===== config.mk =====
export PLATFORM = sky130hd
export DESIGN_NAME = trap_ctrl
export DESIGN_NICKNAME = d
export VERILOG_FILES = /design/src/rtl/trap_ctrl_pkg.sv /design/src/rtl/trap_ctrl_prio_enc.sv /design/src/rtl/trap_ctrl.sv
export SDC_FILE = /design/constraint.sdc
export NUM_CORES = 1
export LEC_CHECK = 0
export CORE_MARGIN = 8
export CORE_UTILIZATION = 38
export DETAILED_ROUTE_END_ITERATION = 8
export GPL_ROUTABILITY_DRIVEN = 1
export GPL_TIMING_DRIVEN = 1
export PLACE_DENSITY = 0.81
export SLEW_MARGIN = 10
export SYNTH_ARGS = -nofsm -noshare
export SYNTH_HDL_FRONTEND = slang
export SYNTH_HIERARCHICAL = 1
export SYNTH_SLANG_ARGS = --single-unit

===== constraint.sdc =====
create_clock -name clk -period 1.8 [get_ports clk]
set_input_delay 0.27 -clock clk [delete_from_list [all_inputs] [get_ports clk]]
set_output_delay 0.27 -clock clk [all_outputs]
set_load 0.02 [all_outputs]

===== src/rtl/trap_ctrl_pkg.sv =====
// trap_ctrl_pkg: trap cause codes, trap FSM states and trap-value select codes
package trap_ctrl_pkg;

    localparam logic [3:0] EXC_IFETCH_MISAL = 4'd0;
    localparam logic [3:0] EXC_IFETCH_FAULT = 4'd1;
    localparam logic [3:0] EXC_ILLEGAL      = 4'd2;
    localparam logic [3:0] EXC_EBREAK       = 4'd3;
    localparam logic [3:0] EXC_LD_MISAL     = 4'd4;
    localparam logic [3:0] EXC_LD_FAULT     = 4'd5;
    localparam logic [3:0] EXC_ST_MISAL     = 4'd6;
    localparam logic [3:0] EXC_ST_FAULT     = 4'd7;
    localparam logic [3:0] EXC_ECALL        = 4'd11;

    typedef enum logic [2:0] {IDLE, REQ, WAIT, REDIR, RET, HALT} trap_state_t;

    // Source of mtval for the selected exception
    typedef enum logic [1:0] {TVAL_ADDR, TVAL_INSTR, TVAL_PC, TVAL_ZERO} tval_sel_t;

endpackage


===== src/rtl/trap_ctrl_prio_enc.sv =====
// trap_prio_enc: picks the highest-priority exception flag, its cause code and mtval source
module trap_prio_enc
    import trap_ctrl_pkg::*;
(
    input  logic       exc_ifetch_fault,
    input  logic       exc_illegal,
    input  logic       exc_ifetch_misal,
    input  logic       exc_ecall,
    input  logic       exc_ebreak,
    input  logic       exc_st_misal,
    input  logic       exc_ld_misal,
    input  logic       exc_st_fault,
    input  logic       exc_ld_fault,
    output logic       any,
    output logic [3:0] cause,
    output tval_sel_t  tval_sel
);

    // Fixed priority chain, first listed flag wins
    always_comb begin
        any      = 1'b1;
        cause    = EXC_IFETCH_MISAL;
        tval_sel = TVAL_ADDR;
        if (exc_ifetch_fault) begin
            cause = EXC_IFETCH_FAULT;
        end else if (exc_illegal) begin
            cause    = EXC_ILLEGAL;
            tval_sel = TVAL_INSTR;
        end else if (exc_ifetch_misal) begin
            cause = EXC_IFETCH_MISAL;
        end else if (exc_ecall) begin
            cause    = EXC_ECALL;
            tval_sel = TVAL_ZERO;
        end else if (exc_ebreak) begin
            cause    = EXC_EBREAK;
            tval_sel = TVAL_PC;
        end else if (exc_st_misal) begin
            cause = EXC_ST_MISAL;
        end else if (exc_ld_misal) begin
            cause = EXC_LD_MISAL;
        end else if (exc_st_fault) begin
            cause = EXC_ST_FAULT;
        end else if (exc_ld_fault) begin
            cause = EXC_LD_FAULT;
        end else begin
            any = 1'b0;
        end
    end

endmodule


===== src/rtl/trap_ctrl.sv =====
// trap_ctrl: sequences exception traps and MRET into the CSR file and redirects the pipeline
module trap_ctrl
    import trap_ctrl_pkg::*;
#(
    parameter int DATA_WIDTH  = 32,
    parameter int ACK_TIMEOUT = 15
) (
    input  logic                  clk,
    input  logic                  rst_n,
    input  logic                  ex_valid,
    input  logic [DATA_WIDTH-1:0] ex_pc,
    input  logic [31:0]           ex_instr,
    input  logic [DATA_WIDTH-1:0] ex_addr,
    input  logic                  exc_ifetch_fault,
    input  logic                  exc_illegal,
    input  logic                  exc_ifetch_misal,
    input  logic                  exc_ecall,
    input  logic                  exc_ebreak,
    input  logic                  exc_st_misal,
    input  logic                  exc_ld_misal,
    input  logic                  exc_st_fault,
    input  logic                  exc_ld_fault,
    input  logic                  mret_valid,
    input  logic [DATA_WIDTH-1:0] mepc,
    output logic                  trap,
    output logic [3:0]            trap_cause,
    output logic [DATA_WIDTH-1:0] trap_value,
    output logic [DATA_WIDTH-1:0] trap_pc,
    input  logic                  trap_handled,
    input  logic [DATA_WIDTH-1:0] trap_target_pc,
    output logic                  stall,
    output logic                  flush,
    output logic                  redirect_valid,
    output logic [DATA_WIDTH-1:0] redirect_pc,
    output logic                  fatal,
    output logic [31:0]           trap_count
);

    localparam int CW = $clog2(ACK_TIMEOUT);
    localparam logic [DATA_WIDTH-1:0] ALIGN_MASK = ~DATA_WIDTH'(3);

    trap_state_t           state_q, state_d;
    logic                  trap_q, trap_d, flush_q, flush_d, stall_q, stall_d;
    logic                  redirect_valid_q, redirect_valid_d, fatal_q, fatal_d;
    logic [3:0]            trap_cause_q, trap_cause_d;
    logic [DATA_WIDTH-1:0] trap_value_q, trap_value_d, trap_pc_q, trap_pc_d;
    logic [DATA_WIDTH-1:0] redirect_pc_q, redirect_pc_d;
    logic [31:0]           trap_count_q, trap_count_d;
    logic [CW-1:0]         wait_cnt_q, wait_cnt_d;

    logic                  exc_any;
    logic [3:0]            exc_cause;
    tval_sel_t             exc_sel;
    logic [DATA_WIDTH-1:0] exc_tval;

    trap_prio_enc u_prio (
        .exc_ifetch_fault (exc_ifetch_fault),
        .exc_illegal      (exc_illegal),
        .exc_ifetch_misal (exc_ifetch_misal),
        .exc_ecall        (exc_ecall),
        .exc_ebreak       (exc_ebreak),
        .exc_st_misal     (exc_st_misal),
        .exc_ld_misal     (exc_ld_misal),
        .exc_st_fault     (exc_st_fault),
        .exc_ld_fault     (exc_ld_fault),
        .any              (exc_any),
        .cause            (exc_cause),
        .tval_sel         (exc_sel)
    );

    assign exc_tval = (exc_sel == TVAL_INSTR) ? DATA_WIDTH'(ex_instr) :
                      (exc_sel == TVAL_PC)    ? ex_pc :
                      (exc_sel == TVAL_ZERO)  ? {DATA_WIDTH{1'b0}} : ex_addr;

    // Next state plus next value of every registered output (outputs follow the state being entered)
    always_comb begin
        state_d          = state_q;
        trap_d           = 1'b0;
        flush_d          = 1'b0;
        redirect_valid_d = 1'b0;
        redirect_pc_d    = redirect_pc_q;
        trap_cause_d     = trap_cause_q;
        trap_value_d     = trap_value_q;
        trap_pc_d        = trap_pc_q;
        trap_count_d     = trap_count_q;
        wait_cnt_d       = wait_cnt_q;
        fatal_d          = fatal_q;
        case (state_q)
            IDLE: begin
                if (ex_valid && exc_any) begin
                    state_d      = REQ;
                    trap_d       = 1'b1;
                    flush_d      = 1'b1;
                    trap_cause_d = exc_cause;
                    trap_value_d = exc_tval;
                    trap_pc_d    = ex_pc;
                end else if (mret_valid) begin
                    state_d          = RET;
                    flush_d          = 1'b1;
                    redirect_valid_d = 1'b1;
                    redirect_pc_d    = mepc & ALIGN_MASK;
                end
            end
            REQ: begin
                state_d    = WAIT;
                wait_cnt_d = '0;
            end
            WAIT: begin
                if (trap_handled) begin
                    state_d          = REDIR;
                    redirect_valid_d = 1'b1;
                    redirect_pc_d    = trap_target_pc & ALIGN_MASK;
                    trap_count_d     = trap_count_q + 32'd1;
                end else if (wait_cnt_q == CW'(ACK_TIMEOUT - 1)) begin
                    state_d = HALT;
                    fatal_d = 1'b1;
                end else begin
                    wait_cnt_d = wait_cnt_q + CW'(1);
                end
            end
            REDIR, RET: state_d = IDLE;
            HALT: state_d = HALT;
            default: state_d = IDLE;
        endcase
        stall_d = (state_d != IDLE);
    end

    // State and output registers, cleared asynchronously
    always_ff @(posedge clk or negedge rst_n) begin
        if (!rst_n) begin
            state_q          <= IDLE;
            trap_q           <= 1'b0;
            flush_q          <= 1'b0;
            stall_q          <= 1'b0;
            redirect_valid_q <= 1'b0;
            redirect_pc_q    <= '0;
            trap_cause_q     <= '0;
            trap_value_q     <= '0;
            trap_pc_q        <= '0;
            trap_count_q     <= '0;
            wait_cnt_q       <= '0;
            fatal_q          <= 1'b0;
        end else begin
            state_q          <= state_d;
            trap_q           <= trap_d;
            flush_q          <= flush_d;
            stall_q          <= stall_d;
            redirect_valid_q <= redirect_valid_d;
            redirect_pc_q    <= redirect_pc_d;
            trap_cause_q     <= trap_cause_d;
            trap_value_q     <= trap_value_d;
            trap_pc_q        <= trap_pc_d;
            trap_count_q     <= trap_count_d;
            wait_cnt_q       <= wait_cnt_d;
            fatal_q          <= fatal_d;
        end
    end

    assign trap           = trap_q;
    assign trap_cause     = trap_cause_q;
    assign trap_value     = trap_value_q;
    assign trap_pc        = trap_pc_q;
    assign stall          = stall_q;
    assign flush          = flush_q;
    assign redirect_valid = redirect_valid_q;
    assign redirect_pc    = redirect_pc_q;
    assign fatal          = fatal_q;
    assign trap_count     = trap_count_q;

endmodule


==> flow_metrics.env <==
export IMPL_vias=6015
export IMPL_syn_avg_cell_area_um2=10.7
export IMPL_start_util_pct=38.8
export IMPL_io_pins=311
export IMPL_p_leak_uw=0.00488
export IMPL_slowest_stage="or4_1"
export IMPL_first_pass_iters=4
export IMPL_yosysWarnings=6
export IMPL_critPathRequiredTime_ns=2.14
export IMPL_htreeDepth=4
export IMPL_final_antenna_net_count=0
export IMPL_setup_violations=0
export IMPL_synth_seq_area_share_pct=52.9
export IMPL_synth_edf_count=0
export IMPL_wl_um=22700
export IMPL_wl_per_cell_um=18.9
export IMPL_rows=48
export IMPL_n_antenna_cell=0
export IMPL_synth_area_um2=6710
export IMPL_hold_path_class="in -> async"
export IMPL_synthFlopType="dfrtp_1"
export IMPL_worstSetupPathDepth=6
export IMPL_antenna_found_initial=0
export IMPL_multi_input_area_um2=3000
export IMPL_critical_path_max_stage_delay_ns=0.49
export IMPL_io_buffers=304
export IMPL_clockRootBuffer="clkbuf_16"
export IMPL_startpoint_type="register"
export IMPL_clkSinkCount=142
export IMPL_worstSkewPairLatency_ns=0.42
export IMPL_remaining_drc_errors=0
export IMPL_finalCritPeriodShare_pct=98.1
export IMPL_yosysUniqueCellTypes=51
export IMPL_cap_violations=0
export IMPL_dieArea_um2=22200
export IMPL_criticalPathCategory="reg -> reg"
export IMPL_drtIter0Drc=238
export IMPL_cts_buffer_depth=2
export IMPL_finalCriticalPeriod_ns=1.77
export IMPL_critical_path_max_fanout=6
export IMPL_grt_start_max_net_pins=103
export IMPL_fin_util_pct=64.1
export IMPL_peakVddDrop_v=0.000880
export IMPL_whs_ns=0.343
export IMPL_path_clk_slew_ns=0.06
export IMPL_die_y_um=149
export IMPL_regArea_um2=3550
export IMPL_drive_above_1_share_pct=14.8
export IMPL_max_freq_ghz=0.566
export IMPL_synthesis_instances=629
export IMPL_worst_ep_arrival_time_ns=2.11
export IMPL_core_um2=17300
export IMPL_slew_viol_final=0
export IMPL_fin_nets=1142
export IMPL_overflow=0
export IMPL_areaGrowthSynthToFinish_pct=65.2
export IMPL_endpoint_kind="register"
export IMPL_rsz0062_at_grt="true"
export IMPL_power_density_nw_per_um2=1480
export IMPL_path_cells="inv_1 -> ha_1 -> and3_1 -> o21a_1 -> or4_1 -> a21oi_1"
export IMPL_grt_pass1_vias=6270
export IMPL_numCtsBuffers=17
export IMPL_cp_top_family="simple AND/OR/NAND/NOR gates"
export IMPL_cts_tree="built"
export IMPL_skew_ns=0.0118
export IMPL_finalHoldViolCount=0
export IMPL_grt_util_all_layers_pct=19.9
export IMPL_ys_ff_latch=142
export IMPL_grt_pass1_wl_um=34500
export IMPL_fillers=1375
export IMPL_ff2ff_path_depth=6
export IMPL_gp_congestion=0.917
export IMPL_die_x_um=149
export IMPL_outcome="completed"
export IMPL_postSynth_asyncResetShare_pct=100
export IMPL_viasPerCell=5.00
export IMPL_cp_num_buf_inv=1
export IMPL_dp_hpwl_um=16800
[state kept, by name (all words and copies together), names as in the netlist]
| register | count |
|---|---|
| flush | 1 |
| redirect_pc | 30 |
| state_q | 3 |
| trap_pc | 32 |
| trap_count | 32 |
| stall | 1 |
| wait_cnt_q | 4 |
| fatal | 1 |
| trap_value | 32 |
| trap_cause | 4 |
| redirect_valid | 1 |
| trap | 1 |
[area by class of cell]
class / instances / share of cell area (%)
Tap cell: 225 / 2.54
Sequential cell: 142 / 32.0
Multi-Input combinational cell: 437 / 27.1
Clock buffer: 18 / 3.96
Inverter: 11 / 0.372
Clock inverter: 14 / 1.51
Timing Repair Buffer: 356 / 32.5
[routing by layer]
layer  global-route usage [%]  routed length [µm]  share of wire, %
met1                     23.2                9350                41
met2                     32.6               10900                48
met3                     7.40                1880               8.3
met4                     8.03                 577               2.5
met5                        0                   0                 0
[where the power goes]
part           leakage (µW)  internal [µW]  total [µW]  switching, µW
combinational       0.00286           3750        7670           3910
clock              0.000292           2220        3650           1440
sequential          0.00173           4430        5110            687
[layout by cell type, fill, tap and decap left out, types with 2 or more instances in the layout]
master / n
a21oi_2: 3
clkinv_4: 3
o31ai_1: 3
and2_1: 2
nor2_1: 70
buf_4: 39
and3_1: 3
o21ai_0: 34
mux2i_1: 62
nand4_1: 8
and4_1: 4
nand3_1: 9
clkbuf_16: 19
bufinv_16: 3
dfrtp_1: 142
clkdlybuf4s50_1: 282
o21a_1: 2
ha_1: 3
clkinvlp_4: 3
dlygate4sd2_1: 8
nand2_1: 45
clkinv_2: 4
nand2b_1: 4
a21oi_1: 64
nor4_1: 6
conb_1: 2
dlymetal6s2s_1: 13
nor4_2: 6
nor3_1: 12
buf_12: 6
buf_6: 4
xnor2_1: 11
xor2_1: 20
mux2_2: 36
inv_1: 11
[metrics by stage]
step	setup WS, ns	cell area (µm²)	total power (µW)	setup TNS, ns	std cells
floorplan	0.0441	6720	8950	0	630
global placement	-0.472	10300	12600	-38.77	1164
detailed placement	-0.498	10300	12800	-42.86	1164
CTS	0.00628	10900	16500	0	1197
global route	-0.0340	11100	17400	-0.0973	1203
finish	0.0345	11100	16400	0	1203
[logic make-up (layout without fill, tap and decap cells)]
logic type                 Yosys count  after routing  synth area share (%)
other                                1              2                0.0559
muxes                               99             99                  15.4
DFF                                142            142                  52.9
and+or+nand+nor                    187            187                  13.9
adders and majority gates            3              3                 0.559
AOI/OAI and AO/OA                  115            115                  9.34
buffers and inverters               51            399                  3.69
xor gates and xnor gates            31             31                  4.05
[cell usage after synthesis (2+ instances only)]
library cell / n / area (µm²)
a21oi_1: 67 / 335
and2_1: 2 / 12.5
and3_1: 3 / 18.8
and4_1: 4 / 35.0
buf_2: 18 / 90.1
buf_4: 7 / 52.6
clkbuf_1: 14 / 52.6
dfrtp_1: 142 / 3550
ha_1: 3 / 37.5
inv_1: 11 / 41.3
mux2_2: 36 / 405
mux2i_1: 63 / 631
nand2_1: 46 / 173
nand2b_1: 4 / 25.0
nand3_1: 9 / 45.0
nand4_1: 8 / 50.1
nor2_1: 70 / 263
nor3_1: 13 / 65.1
nor4_1: 9 / 56.3
nor4_2: 4 / 50.1
o21a_1: 2 / 15.0
o21ai_0: 34 / 170
o31ai_1: 3 / 22.5
xnor2_1: 11 / 96.3
xor2_1: 20 / 175
[final timing paths]
kind                                start              to  slack (ns)
min in group clk                exc_ecall   trap_cause[3]        0.36
min                                 rst_n  trap_value[25]        0.34
max reg2reg                 wait_cnt_q[0]   wait_cnt_q[2]        0.03
max                         wait_cnt_q[0]   wait_cnt_q[2]        0.03
max in group asynchronous           rst_n     trap_pc[18]        0.80
min reg2reg                trap_count[31]  trap_count[31]        0.47
[what timing repair did]
action / CTS / global route
cloned: 0 / 3
pin swaps: 0 / 4
resized for setup: 10 / 26
buffers inserted: 0 / 3
hold buffers: 1 / 0
hold endpoints to repair: 42 / 0
setup endpoints to repair: 46 / 85
Power figures use the tool's default switching activity.
